[config.mk]
export PLATFORM = sky130hd
export DESIGN_NAME = alu_result_stage_flat
export DESIGN_NICKNAME = d
export VERILOG_FILES = /design/src/rtl/alu_pkg.sv /design/src/rtl/alu_result_stage_if.sv /design/src/rtl/alu_skid_buf.sv /design/src/rtl/alu_result_stage.sv /design/src/flat_wrapper.sv
export SDC_FILE = /design/constraint.sdc
export NUM_CORES = 1
export LEC_CHECK = 0
export BUFFER_PORTS_ARGS = -buffer_cell sky130_fd_sc_hd__buf_2
export CELL_PAD_IN_SITES_DETAIL_PLACEMENT = 1
export CELL_PAD_IN_SITES_GLOBAL_PLACEMENT = 1
export CORE_MARGIN = 2
export CORE_UTILIZATION = 38
export CTS_CLUSTER_SIZE = 16
export DETAILED_ROUTE_END_ITERATION = 8
export PLACE_DENSITY = 0.8
export SLEW_MARGIN = 20
export SYNTH_ARGS = -nofsm -noshare
export SYNTH_HDL_FRONTEND = slang
export SYNTH_SLANG_ARGS = --single-unit
[constraint.sdc]
create_clock -name clk -period 1.8 [get_ports clk]
set_clock_uncertainty 0.15 [all_clocks]
set_input_delay 0.36 -clock clk [delete_from_list [all_inputs] [get_ports clk]]
set_output_delay 0.36 -clock clk [all_outputs]
set_load 0.02 [all_outputs]
[src/rtl/alu_pkg.sv]
// alu_pkg: definitions shared by the ALU result stage and its skid buffer.
//   - Opcode encodings of the upstream 4-bit ALU (OP_ADD .. OP_SHR; 1011 and above are illegal).
//   - Stage state encoding (ST_EMPTY / ST_ONE / ST_FULL).
//   - is_arith(): true for the opcodes whose carry/overflow outputs are meaningful.
package alu_pkg;

    localparam logic [3:0] OP_ADD  = 4'b0000;
    localparam logic [3:0] OP_SUB  = 4'b0001;
    localparam logic [3:0] OP_AND  = 4'b0010;
    localparam logic [3:0] OP_OR   = 4'b0011;
    localparam logic [3:0] OP_XOR  = 4'b0100;
    localparam logic [3:0] OP_NOT  = 4'b0101;
    localparam logic [3:0] OP_NAND = 4'b0110;
    localparam logic [3:0] OP_NOR  = 4'b0111;
    localparam logic [3:0] OP_XNOR = 4'b1000;
    localparam logic [3:0] OP_SHL  = 4'b1001;
    localparam logic [3:0] OP_SHR  = 4'b1010;

    // First illegal opcode; the ALU drives Y=0 for everything from here up.
    localparam logic [3:0] OP_ILLEGAL_MIN = 4'b1011;

    typedef enum logic [1:0] {
        ST_EMPTY = 2'd0,
        ST_ONE   = 2'd1,
        ST_FULL  = 2'd2
    } stage_state_e;

    function automatic logic is_arith(input logic [3:0] sel);
        return (sel == OP_ADD) || (sel == OP_SUB);
    endfunction

endpackage

[src/rtl/alu_result_stage_if.sv]
// alu_result_stage_if: handshake and data bundle between the ALU, the result stage and the
// consumer.
//   Producer side : in_valid, in_ready, in_y, in_sel, in_carry, in_overflow
//   Consumer side : out_valid, out_ready, out_y, out_carry, out_overflow, out_zero, out_neg
//                   (+ out_parity when ALU_RESULT_PARITY_EN is defined)
// Modports:
//   master - the environment around the stage (drives in_* and out_ready)
//   slave  - the result stage itself
interface alu_result_stage_if #(
    parameter int unsigned width = 4
);

    logic             in_valid;
    logic             in_ready;
    logic [width-1:0] in_y;
    logic [3:0]       in_sel;
    logic             in_carry;
    logic             in_overflow;

    logic             out_valid;
    logic             out_ready;
    logic [width-1:0] out_y;
    logic             out_carry;
    logic             out_overflow;
    logic             out_zero;
    logic             out_neg;
`ifdef ALU_RESULT_PARITY_EN
    logic             out_parity;
`endif

    modport master (
        output in_valid,
        output in_y,
        output in_sel,
        output in_carry,
        output in_overflow,
        output out_ready,
        input  in_ready,
        input  out_valid,
        input  out_y,
        input  out_carry,
        input  out_overflow,
        input  out_zero,
`ifdef ALU_RESULT_PARITY_EN
        input  out_parity,
`endif
        input  out_neg
    );

    modport slave (
        input  in_valid,
        input  in_y,
        input  in_sel,
        input  in_carry,
        input  in_overflow,
        input  out_ready,
        output in_ready,
        output out_valid,
        output out_y,
        output out_carry,
        output out_overflow,
        output out_zero,
`ifdef ALU_RESULT_PARITY_EN
        output out_parity,
`endif
        output out_neg
    );

endinterface

[src/rtl/alu_skid_buf.sv]
// alu_skid_buf: generic 2-entry skid buffer with a registered in_ready.
//   clk, rst_n          - clock, synchronous active-low reset
//   in_valid/in_ready   - upstream handshake; in_ready comes straight from a flop
//   in_data             - upstream payload (dw bits)
//   out_valid/out_ready - downstream handshake
//   out_data            - downstream payload, always the main entry
// The main entry feeds the output; the skid entry absorbs the one word that can arrive in
// the cycle the consumer stalls, because in_ready cannot react combinationally.
module alu_skid_buf
    import alu_pkg::*;
#(
    parameter int unsigned dw = 8
) (
    input  logic          clk,
    input  logic          rst_n,

    input  logic          in_valid,
    output logic          in_ready,
    input  logic [dw-1:0] in_data,

    output logic          out_valid,
    input  logic          out_ready,
    output logic [dw-1:0] out_data
);

    stage_state_e  state_q, state_d;
    logic [dw-1:0] main_q, main_d;
    logic [dw-1:0] skid_q, skid_d;
    logic          in_ready_q;
    logic          in_xfer;
    logic          out_xfer;

    assign in_xfer  = in_valid && in_ready_q;
    assign out_xfer = (state_q != ST_EMPTY) && out_ready;

    always_comb begin
        state_d = state_q;
        main_d  = main_q;
        skid_d  = skid_q;
        unique case (state_q)
            ST_EMPTY: begin
                if (in_xfer) begin
                    main_d  = in_data;
                    state_d = ST_ONE;
                end
            end
            ST_ONE: begin
                if (in_xfer && out_xfer) begin
                    main_d = in_data;
                end else if (in_xfer) begin
                    skid_d  = in_data;
                    state_d = ST_FULL;
                end else if (out_xfer) begin
                    state_d = ST_EMPTY;
                end
            end
            ST_FULL: begin
                // in_ready is low here, so only the drain path can fire.
                if (out_xfer) begin
                    main_d  = skid_q;
                    state_d = ST_ONE;
                end
            end
            default: begin
                state_d = ST_EMPTY;
            end
        endcase
    end

    always_ff @(posedge clk) begin
        if (!rst_n) begin
            state_q    <= ST_EMPTY;
            main_q     <= '0;
            skid_q     <= '0;
            in_ready_q <= 1'b1;
        end else begin
            state_q    <= state_d;
            main_q     <= main_d;
            skid_q     <= skid_d;
            // Registered, but looks one state ahead so no word is ever dropped.
            in_ready_q <= (state_d != ST_FULL);
        end
    end

    assign in_ready  = in_ready_q;
    assign out_valid = (state_q != ST_EMPTY);
    assign out_data  = main_q;

endmodule

[src/rtl/alu_result_stage.sv]
// alu_result_stage: registered output stage behind the 4-bit combinational ALU.
//   clk, rst_n  - clock, synchronous active-low reset
//   bus         - alu_result_stage_if.slave: ALU result in (valid/ready), flagged result out
//   clr_sticky  - clears sticky_ovf (an overflow capture in the same cycle wins)
//   sticky_ovf  - set by any accepted word whose masked overflow is 1
//   result_cnt  - number of results delivered downstream, wraps modulo 2^cnt_w
// Flags (zero, neg, masked carry/overflow) are derived at capture and stored with the word,
// so the output side is pure flops. Carry/overflow only survive for ADD and SUB.
// Optional macro ALU_RESULT_PARITY_EN adds bus.out_parity = ^out_y, stored in both entries.
module alu_result_stage
    import alu_pkg::*;
#(
    parameter int unsigned width = 4,
    parameter int unsigned cnt_w = 8
) (
    input  logic             clk,
    input  logic             rst_n,
    alu_result_stage_if.slave bus,
    input  logic             clr_sticky,
    output logic             sticky_ovf,
    output logic [cnt_w-1:0] result_cnt
);

    // Payload layout, LSB first: neg, zero, overflow, carry, y[width-1:0] (, parity).
`ifdef ALU_RESULT_PARITY_EN
    localparam int unsigned pw = width + 5;
`else
    localparam int unsigned pw = width + 4;
`endif

    logic          carry_m;
    logic          ovf_m;
    logic          zero_c;
    logic          neg_c;
    logic [pw-1:0] cap_data;
    logic [pw-1:0] held_data;
    logic          in_xfer;
    logic          out_xfer;

    logic             sticky_q, sticky_d;
    logic [cnt_w-1:0] cnt_q, cnt_d;

    // Capture-side flag derivation.
    assign carry_m = is_arith(bus.in_sel) && bus.in_carry;
    assign ovf_m   = is_arith(bus.in_sel) && bus.in_overflow;
    assign zero_c  = (bus.in_y == '0);
    assign neg_c   = bus.in_y[width-1];

`ifdef ALU_RESULT_PARITY_EN
    assign cap_data = {^bus.in_y, bus.in_y, carry_m, ovf_m, zero_c, neg_c};
`else
    assign cap_data = {bus.in_y, carry_m, ovf_m, zero_c, neg_c};
`endif

    alu_skid_buf #(
        .dw(pw)
    ) u_skid (
        .clk      (clk),
        .rst_n    (rst_n),
        .in_valid (bus.in_valid),
        .in_ready (bus.in_ready),
        .in_data  (cap_data),
        .out_valid(bus.out_valid),
        .out_ready(bus.out_ready),
        .out_data (held_data)
    );

    assign bus.out_neg      = held_data[0];
    assign bus.out_zero     = held_data[1];
    assign bus.out_overflow = held_data[2];
    assign bus.out_carry    = held_data[3];
    assign bus.out_y        = held_data[width+3:4];
`ifdef ALU_RESULT_PARITY_EN
    assign bus.out_parity   = held_data[width+4];
`endif

    assign in_xfer  = bus.in_valid && bus.in_ready;
    assign out_xfer = bus.out_valid && bus.out_ready;

    always_comb begin
        sticky_d = sticky_q;
        cnt_d    = cnt_q;
        // Set has priority over clear so a same-cycle overflow is never lost.
        if (in_xfer && ovf_m) begin
            sticky_d = 1'b1;
        end else if (clr_sticky) begin
            sticky_d = 1'b0;
        end
        if (out_xfer) begin
            cnt_d = cnt_q + 1'b1;
        end
    end

    always_ff @(posedge clk) begin
        if (!rst_n) begin
            sticky_q <= 1'b0;
            cnt_q    <= '0;
        end else begin
            sticky_q <= sticky_d;
            cnt_q    <= cnt_d;
        end
    end

    assign sticky_ovf = sticky_q;
    assign result_cnt = cnt_q;

endmodule

[src/flat_wrapper.sv]
// flat-port wrapper written by rule: the top's interface ports become plain ports
module alu_result_stage_flat import alu_pkg::*;
#(
    parameter int unsigned width = 4,
    parameter int unsigned cnt_w = 8
)
  (clk, rst_n, clr_sticky, sticky_ovf, result_cnt, bus_in_valid, bus_in_y, bus_in_sel, bus_in_carry, bus_in_overflow, bus_out_ready, bus_in_ready, bus_out_valid, bus_out_y, bus_out_carry, bus_out_overflow, bus_out_zero, bus_out_neg);
  alu_result_stage_if #(.width(width)) bus_i ();
  input  logic clk;
  input  logic rst_n;
  input  logic clr_sticky;
  output logic sticky_ovf;
  output logic [cnt_w-1:0] result_cnt;
  input wire logic [$bits(bus_i.in_valid)-1:0] bus_in_valid;
  input wire logic [$bits(bus_i.in_y)-1:0] bus_in_y;
  input wire logic [$bits(bus_i.in_sel)-1:0] bus_in_sel;
  input wire logic [$bits(bus_i.in_carry)-1:0] bus_in_carry;
  input wire logic [$bits(bus_i.in_overflow)-1:0] bus_in_overflow;
  input wire logic [$bits(bus_i.out_ready)-1:0] bus_out_ready;
  output wire logic [$bits(bus_i.in_ready)-1:0] bus_in_ready;
  output wire logic [$bits(bus_i.out_valid)-1:0] bus_out_valid;
  output wire logic [$bits(bus_i.out_y)-1:0] bus_out_y;
  output wire logic [$bits(bus_i.out_carry)-1:0] bus_out_carry;
  output wire logic [$bits(bus_i.out_overflow)-1:0] bus_out_overflow;
  output wire logic [$bits(bus_i.out_zero)-1:0] bus_out_zero;
  output wire logic [$bits(bus_i.out_neg)-1:0] bus_out_neg;
  assign bus_i.in_valid = bus_in_valid;
  assign bus_i.in_y = bus_in_y;
  assign bus_i.in_sel = bus_in_sel;
  assign bus_i.in_carry = bus_in_carry;
  assign bus_i.in_overflow = bus_in_overflow;
  assign bus_i.out_ready = bus_out_ready;
  assign bus_in_ready = bus_i.in_ready;
  assign bus_out_valid = bus_i.out_valid;
  assign bus_out_y = bus_i.out_y;
  assign bus_out_carry = bus_i.out_carry;
  assign bus_out_overflow = bus_i.out_overflow;
  assign bus_out_zero = bus_i.out_zero;
  assign bus_out_neg = bus_i.out_neg;
  alu_result_stage #(.width(width), .cnt_w(cnt_w)) u_core (.clk(clk), .rst_n(rst_n), .bus(bus_i), .clr_sticky(clr_sticky), .sticky_ovf(sticky_ovf), .result_cnt(result_cnt));
endmodule
==> results of run 1 <==
layer usage:
| layer | vias to the layer above | global-route usage, % | routed length [um] |
|---|---|---|---|
| met1 | 480 | 20.7 | 1220 |
| met3 | 6 | 3.84 | 91 |
| met4 | 0 | 7.45 | 53 |
| met2 | 22 | 28.6 | 1440 |
| li1 | 482 | - | - |
| met5 | - | 0 | 0 |
worst min path at each step:
stage	startpoint	endpoint	slack, ns	cells past startpoint
detailed placement	u_core.u_skid.out_data[5]$_SDFFE_PN0P_	u_core.u_skid.out_data[5]$_SDFFE_PN0P_	0.34	1
global route	rst_n	u_core.result_cnt[6]$_SDFFE_PN0P_	0.19	2
global placement	u_core.result_cnt[6]$_SDFFE_PN0P_	u_core.result_cnt[6]$_SDFFE_PN0P_	0.33	2
floorplan	u_core.u_skid.skid_q[0]$_SDFFE_PN0P_	u_core.u_skid.skid_q[0]$_SDFFE_PN0P_	0.33	2
CTS	rst_n	u_core.result_cnt[6]$_SDFFE_PN0P_	0.20	2
finish	bus_in_y[3]	u_core.u_skid.skid_q[0]$_SDFFE_PN0P_	0.21	3
cells in the mapped netlist:
library cell,n
buf_4,2
xnor2_1,5
o211ai_4,1
o21a_1,1
nand4b_1,1
o211a_1,4
and2_1,5
nor2b_1,9
ha_1,1
or2_1,1
o2111a_2,1
nand3b_1,2
nand4_1,2
buf_6,3
nand2_1,8
inv_1,3
a21boi_1,2
or3b_1,2
nor4_1,1
or3_1,2
o21ai_0,6
nand3_4,1
a32oi_1,1
nand2b_1,1
a21boi_0,1
nand3_1,1
buf_2,1
dfxtp_1,26
and3b_1,2
nor4b_1,2
a21oi_1,4
mux2i_1,15
clkbuf_1,2
tightest hold or removal path: stages:
cell	delay, ns
buf_2	0.10
mux2i_1	0.07
nor2b_1	0.10
sequential cells by signal, indices dropped and copies added (netlist names):
register                cells
u_core.result_cnt           8
u_core.u_skid.out_data      7
u_core.u_skid.skid_q        7
u_core.u_skid.state_q       2
u_core.sticky_ovf           1
u_core.u_skid.in_ready      1
per-stage QoR:
step           util, %  cell area [um^2]
6_report          46.6              1420
5_1_grt           46.6              1420
4_1_cts           46.6              1420
3_5_place_dp      45.8              1400
3_3_place_gp      45.8              1400
2_1_floorplan        -              1220
repair_timing:
action,in CTS,in global routing
gates resized for setup,1,0
hold buffers,0,0
setup endpoints to repair,1,0
cell type report:
type,instances,area share (%)
well taps,44,3.87
repair buffers,35,12.8
inverters,3,0.791
multi-input cells,82,44.4
clock buffers,3,1.58
flip-flops and latches,26,36.6
power by group through the flow:
stage                     Sequential, W  Combinational, W  Clock [W]
after global routing           0.000622          0.000199   0.000275
after global placement         0.000630          0.000172          0
after floorplan                0.000653          0.000107          0
after detailed placement       0.000632          0.000182          0
final                          0.000619          0.000182   0.000233
after CTS                      0.000620          0.000185   0.000250
cell families after synthesis:
group | count (synthesis)
AND/OR/NAND/NOR | 40
XOR/XNOR | 5
multiplexers | 15
AO/OA/AOI/OAI | 21
flip-flops | 26
buffers and inverters | 11
adder cells (fa/ha/maj) | 1
==> out/metrics.yaml, run 1 <==
clock_tree:
  cts.path.max_buffers: 2
  root_buffer: "clkbuf_4"
  cts_tree: "done"
  numCtsBuffers: 3
  cts_sinks: 26
  clk_latency_ns: 0.31
  cts_setup_buffers: 0
  htreeDepth: 1
  cts.clk_slew.worst_paths_ns: 0.12
power_and_ir_drop:
  clock_power_share_pct: 22.6
  power_switching_w: 0.000280
  comb_power_share_pct: 17.6
  switching_share_pct: 27.0
  p_int_w: 0.000755
  vdd_ir_drop_max_uv: 353
  power_density_nw_per_um2: 727
  power.share.sequential_pct: 59.9
  p_leak_nw: 0.661
  power_w: 0.00103
detailed_routing:
  drcViolationCount: 0
  drt-initial-drc-count: 25
  wl_per_cell_um: 14.5
  via_per_inst: 5.13
  first_pass_iters: 2
  dr_total_vias: 990
  antenna_left: 0
  totalWireLength_mm: 2.80
sta:
  rsz0062_at_grt: "no"
  relSlewSlack_pct: 59.7
  fin_crit_ns: 1.68
  finalSetupViolations: 0
  fin_crit_sh_pct: 93.4
  fmax_mhz: 595
  whs_ns: 0.211
  finalSetupTns_ns: 0
  timing.final.hold_violations: 0
  fin_ws_ns: 0.119
  worstMarginPinSlew_ns: 0.597
  drv_slew: 0
placed_design:
  place_congestion: 0.700
  dpl.hpwl_mm: 2.15
  portBuffers: 32
  dpl.cell_count: 190
  pre_cts_ws_ns: 0.133
final_layout:
  nFillCells: 380
  syn_to_final_growth_pct: 16.5
  fin_cells: 193
  multi_input_area_um2: 632
  seqCellArea_um2: 520
  layout_common_cells: "buf_2 (32), dfxtp_1 (26), mux2i_1 (15), nor2b_1 (9), nand2_1 (8)"
  layout-drive-gt1-share_pct: 28.2
  diodes: 0
  nets: 167
  layout_commonest_cell: "buf_2"
setup_path:
  endpoint_kind: "primary output"
  cp_data_required_time_ns: 1.29
  crit_arrival_ns: 1.17
  critPathMaxFanout: 7
  critical_path_buf_inv_count: 1
  r2r-end: "u_core.u_skid.state_q[1]$_SDFF_PN0_"
  slowest_stage: "dfxtp_1"
  startpoint_type: "register"
  cp-startpoint: "u_core.u_skid.state_q[0]$_SDFF_PN0_"
  crit_chain: "or2_4, buf_2"
  max_stage_delay_ns: 0.39
  rrSetupSlack_ns: 0.18
  crit_family: "flip-flops"
  r2r-start: "u_core.u_skid.state_q[1]$_SDFF_PN0_"
  crit_type: "register to primary output"
  cp_num_cells: 2
  worstRegToRegCells: 4
  cp-endpoint: "bus_out_valid"
global_routing:
  grt_pass1_vias: 975
  grt_first_pass_wirelength_mm: 4.56
  antenna_found_initial: 0
  overflow: 0
  grt.total_usage_pct: 16.9
  grt_max_degree: 17
die:
  design.core.area_um2: 3050
  die_y_um: 60.7
  std_cell_rows: 20
  num_io_pins: 34
  dieArea_um2: 3690
  start_util_pct: 40.0
  dieWidth_um: 60.7
logic_synthesis:
  synth_compound_area_share_pct: 13.3
  netlist_area_um2: 1220
  syn-num-nets: 135
  yosys_warnings: 0
  synth-seq-cells: 26
  muxShareOfSynthArea_pct: 12.3
  synth_top_family_by_area: "simple AND/OR/NAND/NOR gates"
  syn_inst: 119
  synth-simple-area-share_pct: 21.3
  synth_top_area_cell: "dfxtp_1"
  synth.distinct_cells: 33
  synth.top_cell.area_share_pct: 42.6
  yosysSeqAreaShare_pct: 42.6
  synth_xor_area_share_pct: 3.58
  synthAdderAreaFrac_pct: 1.02
  synth_area_leaders: "dfxtp_1 (43%), mux2i_1 (12%), nor2b_1 (4.6%)"
  synth.avg_cell_area_um2: 10.3
min_path:
  hold_class: "input pin to register"
status:
  outcome: "finished, final reports clean"
flow_run:
  maxCapViolations: 0
No activity file was read; power rests on OpenSTA's default activity.
==> inputs of run 2 (changes only) <==
--- a/config.mk
+++ b/config.mk
@@ -13,6 +13,7 @@
 export CTS_CLUSTER_SIZE = 16
 export DETAILED_ROUTE_END_ITERATION = 8
 export PLACE_DENSITY = 0.8
+export RECOVER_POWER = 25
 export SLEW_MARGIN = 20
 export SYNTH_ARGS = -nofsm -noshare
 export SYNTH_HDL_FRONTEND = slang
==> run 2 against run 1 <==
Sequential cell count is the same. Non-clock buffer count is the same. Maximum frequency grew 0.85%. Final cell count is the same. Combinational power shrank 3%. Die area is the same. Worst setup slack gained 0.014 ns. First-iteration DRC count grew 32%. Register-to-register slack is essentially flat. Cell area shrank 1.5%. Sequential share of layout area grew 0.55 points. Count of clock-buffer cells in the layout is the same.
==> out/metrics.yaml, run 2 (synthesis gave the netlist of run 1 again) <==
sta:
  worstMarginPinSlew_ns: 0.598
  drv_slew: 0
  finalSetupTns_ns: 0
  fin_crit_sh_pct: 92.6
  timing.final.hold_violations: 0
  fmax_mhz: 600
  fin_ws_ns: 0.134
  rsz0062_at_grt: "no"
  relSlewSlack_pct: 59.6
  fin_crit_ns: 1.67
  finalSetupViolations: 0
clock_tree:
  cts_sinks: 26
  root_buffer: "clkbuf_4"
  cts.path.max_buffers: 2
  htreeDepth: 1
  ctsHoldBuffers: 0
  cts_setup_buffers: 0
  cts.clk_slew.worst_paths_ns: 0.12
  cts_tree: "done"
  cts_resized: 1
  clk_latency_ns: 0.31
  numCtsBuffers: 3
global_routing:
  grt_first_pass_wirelength_mm: 4.56
  grt_pass1_vias: 975
  grt.total_usage_pct: 16.9
  grt_max_degree: 17
  overflow: 0
  antenna_found_initial: 0
die:
  dieWidth_um: 60.7
  design.core.area_um2: 3050
  std_cell_rows: 20
  die_y_um: 60.7
  start_util_pct: 40.0
  num_io_pins: 34
  dieArea_um2: 3690
setup_path:
  r2r-end: "u_core.result_cnt[7]$_SDFFE_PN0P_"
  critPathMaxFanout: 7
  startpoint_type: "register"
  endpoint_kind: "primary output"
  cp_data_required_time_ns: 1.29
  cp-endpoint: "bus_out_valid"
  rrSetupSlack_ns: 0.17
  max_stage_delay_ns: 0.39
  slowest_stage: "dfxtp_1"
  worstRegToRegCells: 4
  critical_path_buf_inv_count: 1
  crit_arrival_ns: 1.16
  crit_family: "flip-flops"
  crit_type: "register to primary output"
  r2r-start: "u_core.u_skid.state_q[0]$_SDFF_PN0_"
  cp-startpoint: "u_core.u_skid.state_q[0]$_SDFF_PN0_"
  crit_chain: "or2_4, buf_2"
  cp_num_cells: 2
final_layout:
  fin_util_pct: 45.9
  diodes: 0
  layout_common_cells: "buf_2 (26), dfxtp_1 (26), mux2i_1 (15), nor2b_1 (9), nand2_1 (8)"
  nFillCells: 380
  syn_to_final_growth_pct: 14.7
  nets: 167
  layout-drive-gt1-share_pct: 22.8
  postLayoutCellArea_um2: 1400
  fin_cells: 193
  largest_reg_flops: 8
placed_design:
  dpl.hpwl_mm: 2.15
  dpl.cell_count: 190
  place_congestion: 0.700
  pre_cts_ws_ns: 0.133
  portBuffers: 32
  placed_cell_area_um2: 1400
detailed_routing:
  totalWireLength_mm: 2.81
  via_per_inst: 5.15
  drt-initial-drc-count: 33
  wl_per_cell_um: 14.5
  drcViolationCount: 0
  first_pass_iters: 2
  antenna_left: 0
  dr_total_vias: 993
min_path:
  hold_class: "input pin to register"
status:
  outcome: "finished, final reports clean"
power_and_ir_drop:
  power_density_nw_per_um2: 736
  p_leak_nw: 0.644
  vdd_ir_drop_max_uv: 353
flow_run:
  maxCapViolations: 0
## run 2: metrics by stage
step                hold slack (ns)  total power (W)
floorplan                     0.332         0.000760
global placement              0.326         0.000802
detailed placement            0.341         0.000814
CTS                           0.197          0.00105
global route                  0.192          0.00109
finish                        0.210          0.00103
## run 2: power breakdown
group	internal (W)	total (W)	switching, W
logic	0.0000723	0.000177	0.000105
clock network	0.0000781	0.000235	0.000157
registers	0.000601	0.000620	0.0000186
total	0.000751	0.00103	0.000281
## run 2: cell type report
cell class	instances	area [um^2]	share of cell area, %
Clock buffer	3	22.5	1.61
Inverter	3	11.3	0.803
Multi-Input combinational cell	82	618	44.1
Sequential cell	26	520	37.1
Tap cell	44	55.1	3.93
Timing Repair Buffer	35	175	12.5
## run 2: layer usage
| metal | routed length (um) | global-route usage, % |
|---|---|---|
| met1 | 1220 | 20.7 |
| met5 | 0 | 0 |
| met3 | 92 | 3.84 |
| met2 | 1440 | 28.6 |
| met4 | 53 | 7.45 |
## run 2: worst min-delay path by stage
stage | slack [ns] | startpoint | endpoint | cells past startpoint
after global routing | 0.19 | rst_n | u_core.result_cnt[6]$_SDFFE_PN0P_ | 2
final | 0.21 | bus_in_y[3] | u_core.u_skid.skid_q[0]$_SDFFE_PN0P_ | 3
after global placement | 0.33 | u_core.result_cnt[6]$_SDFFE_PN0P_ | u_core.result_cnt[6]$_SDFFE_PN0P_ | 2
after CTS | 0.20 | rst_n | u_core.result_cnt[6]$_SDFFE_PN0P_ | 2
after floorplan | 0.33 | u_core.u_skid.skid_q[0]$_SDFFE_PN0P_ | u_core.u_skid.skid_q[0]$_SDFFE_PN0P_ | 2
after detailed placement | 0.34 | u_core.u_skid.out_data[5]$_SDFFE_PN0P_ | u_core.u_skid.out_data[5]$_SDFFE_PN0P_ | 1
## run 2: worst register-to-register path: cells and delay by family (launching register included)
family	cells	cell delay, ns
AO/OA/AOI/OAI	1	0.29
flip-flops	1	0.45
AND/OR/NAND/NOR	2	0.53
XOR/XNOR	1	0.13
==> inputs of run 3 (changes only) <==
==> constraint.sdc (replaced) <==
create_clock -name clk -period 1.8 [get_ports clk]
set_clock_uncertainty 0.15 [all_clocks]
set_input_delay 0.09 -clock clk [delete_from_list [all_inputs] [get_ports clk]]
set_output_delay 0.09 -clock clk [all_outputs]
set_load 0.02 [all_outputs]
==> run 3 against run 2 <==
Routed wire length is 1.6% lower. Global-route usage hardly changed. Final cell count is 3.1% higher. Die area stayed put. Cell area is 5.9% higher. Largest cell class unchanged.
==> out/metrics.yaml, run 3 (synthesis gave the netlist of run 1 again) <==
die:
  dieArea_um2: 3690
  design.core.area_um2: 3050
  die_y_um: 60.7
  std_cell_rows: 20
  num_io_pins: 34
  start_util_pct: 40.0
  dieWidth_um: 60.7
flow_run:
  maxCapViolations: 0
status:
  outcome: "finished, final reports clean"
final_layout:
  layout-drive-gt1-share_pct: 18.1
  nets: 173
  postLayoutCellArea_um2: 1490
  largest_reg_flops: 8
  layout_commonest_cell: "dfxtp_1"
  diodes: 0
  layout_common_cells: "dfxtp_1 (26), buf_2 (21), mux2i_1 (15), clkbuf_1 (11), nor2b_1 (9)"
  syn_to_final_growth_pct: 21.5
  fin_util_pct: 48.6
detailed_routing:
  drt-initial-drc-count: 63
  first_pass_iters: 2
  antenna_left: 0
  via_per_inst: 5.10
  dr_total_vias: 1014
  wl_per_cell_um: 13.9
  totalWireLength_mm: 2.76
  drcViolationCount: 0
placed_design:
  placed_cell_area_um2: 1380
  dpl.hpwl_mm: 2.04
  place_congestion: 0.716
  portBuffers: 32
sta:
  whs_ns: 0.00994
  rsz0062_at_grt: "no"
  finalSetupTns_ns: 0
  drv_slew: 0
  relSlewSlack_pct: 64.0
  fin_crit_sh_pct: 91.7
  timing.final.hold_violations: 0
  fmax_mhz: 606
  fin_crit_ns: 1.65
  worstMarginPinSlew_ns: 0.533
  finalSetupViolations: 0
setup_path:
  crit_chain: "dlygate4sd3_1, buf_2, o2111a_2, or3b_1, xnor2_1, and2_1"
  crit_type: "input pin to register"
  startpoint_type: "input pin"
  slowest_stage: "dlygate4sd3_1"
  max_stage_delay_ns: 0.53
  critPathMaxFanout: 9
  crit_arrival_ns: 1.73
  endpoint_kind: "register"
  critical_path_buf_inv_count: 2
  crit_family: "buffers and inverters"
  cp_data_required_time_ns: 1.88
global_routing:
  grt_first_pass_wirelength_mm: 4.64
  overflow: 0
  antenna_found_initial: 0
  grt_max_degree: 26
  grt.total_usage_pct: 17.0
  grt_pass1_vias: 1024
clock_tree:
  cts_sinks: 26
  htreeDepth: 1
  clk_latency_ns: 0.31
  cts.path.max_buffers: 2
  cts_resized: 0
  root_buffer: "clkbuf_4"
  cts_tree: "done"
  numCtsBuffers: 3
  cts.clk_slew.worst_paths_ns: 0.13
min_path:
  hold_class: "input pin to register"
power_and_ir_drop:
  vdd_ir_drop_max_uv: 318
  power_density_nw_per_um2: 710
  p_leak_nw: 0.642
[run 3: cell types whose count changed in the layout (fill, tap and decap cells not counted), sizes merged]
cell,change
buf,-7
clkbuf,+5
dlygate4sd3,+8
[run 3: tightest hold or removal path, delay by kind of cell]
| family | cells | cell delay, ns |
|---|---|---|
| muxes | 1 | 0.12 |
| AOI/OAI and AO/OA | 1 | 0.08 |
| buffers and inverters | 1 | 0.09 |
| and+or+nand+nor | 1 | 0.06 |
[run 3: layer usage]
metal  GRT usage (%)  vias to the layer above  routed length [um]
met4            5.90                        0                  35
met3            3.20                        4                  86
met2            29.5                       17                1480
li1                -                      493                   -
met5               0                        -                   0
met1            21.0                      500                1160
[run 3: path summary, 6_finish.rpt]
| kind | slack [ns] | cells after the start | startpoint | endpoint |
|---|---|---|---|---|
| setup / recovery | 0.15 | 6 | bus_out_ready | u_core.result_cnt[7]$_SDFFE_PN0P_ |
| hold / removal | 0.01 | 4 | bus_in_sel[3] | u_core.u_skid.out_data[3]$_SDFFE_PN0P_ |
| setup reg to reg | 0.16 | 4 | u_core.u_skid.state_q[1]$_SDFF_PN0_ | u_core.result_cnt[4]$_SDFFE_PN0P_ |
| hold reg to reg | 0.37 | 2 | u_core.result_cnt[6]$_SDFFE_PN0P_ | u_core.result_cnt[6]$_SDFFE_PN0P_ |
[run 3: power by group]
group / internal (W) / total, W / switching [W]
sequential: 0.000601 / 0.000620 / 0.0000190
combinational: 0.0000854 / 0.000194 / 0.000108
clock: 0.0000784 / 0.000240 / 0.000162
total: 0.000765 / 0.00105 / 0.000289
[run 3: metrics by stage]
step / setup WS [ns] / power [W] / cells
CTS: 0.120 / 0.00106 / 198
finish: 0.150 / 0.00105 / 199
global route: 0.0351 / 0.00111 / 199
floorplan: 0.193 / 0.000760 / 119
global placement: 0.226 / 0.000797 / 187
detailed placement: 0.127 / 0.000809 / 187
[run 3: final cells by class]
class	instances	area, um^2
Clock buffer	3	22.5
Timing Repair Buffer	41	246
Fill cell	369	1570
Inverter	3	11.3
Sequential cell	26	520
Tap cell	44	55.1
Multi-Input combinational cell	82	629
[run 3: timing repair]
item / CTS / global route
setup endpoints to repair: 0 / 2
setup buffers: 0 / 1
hold buffers: 8 / 0
hold endpoints to repair: 8 / 0
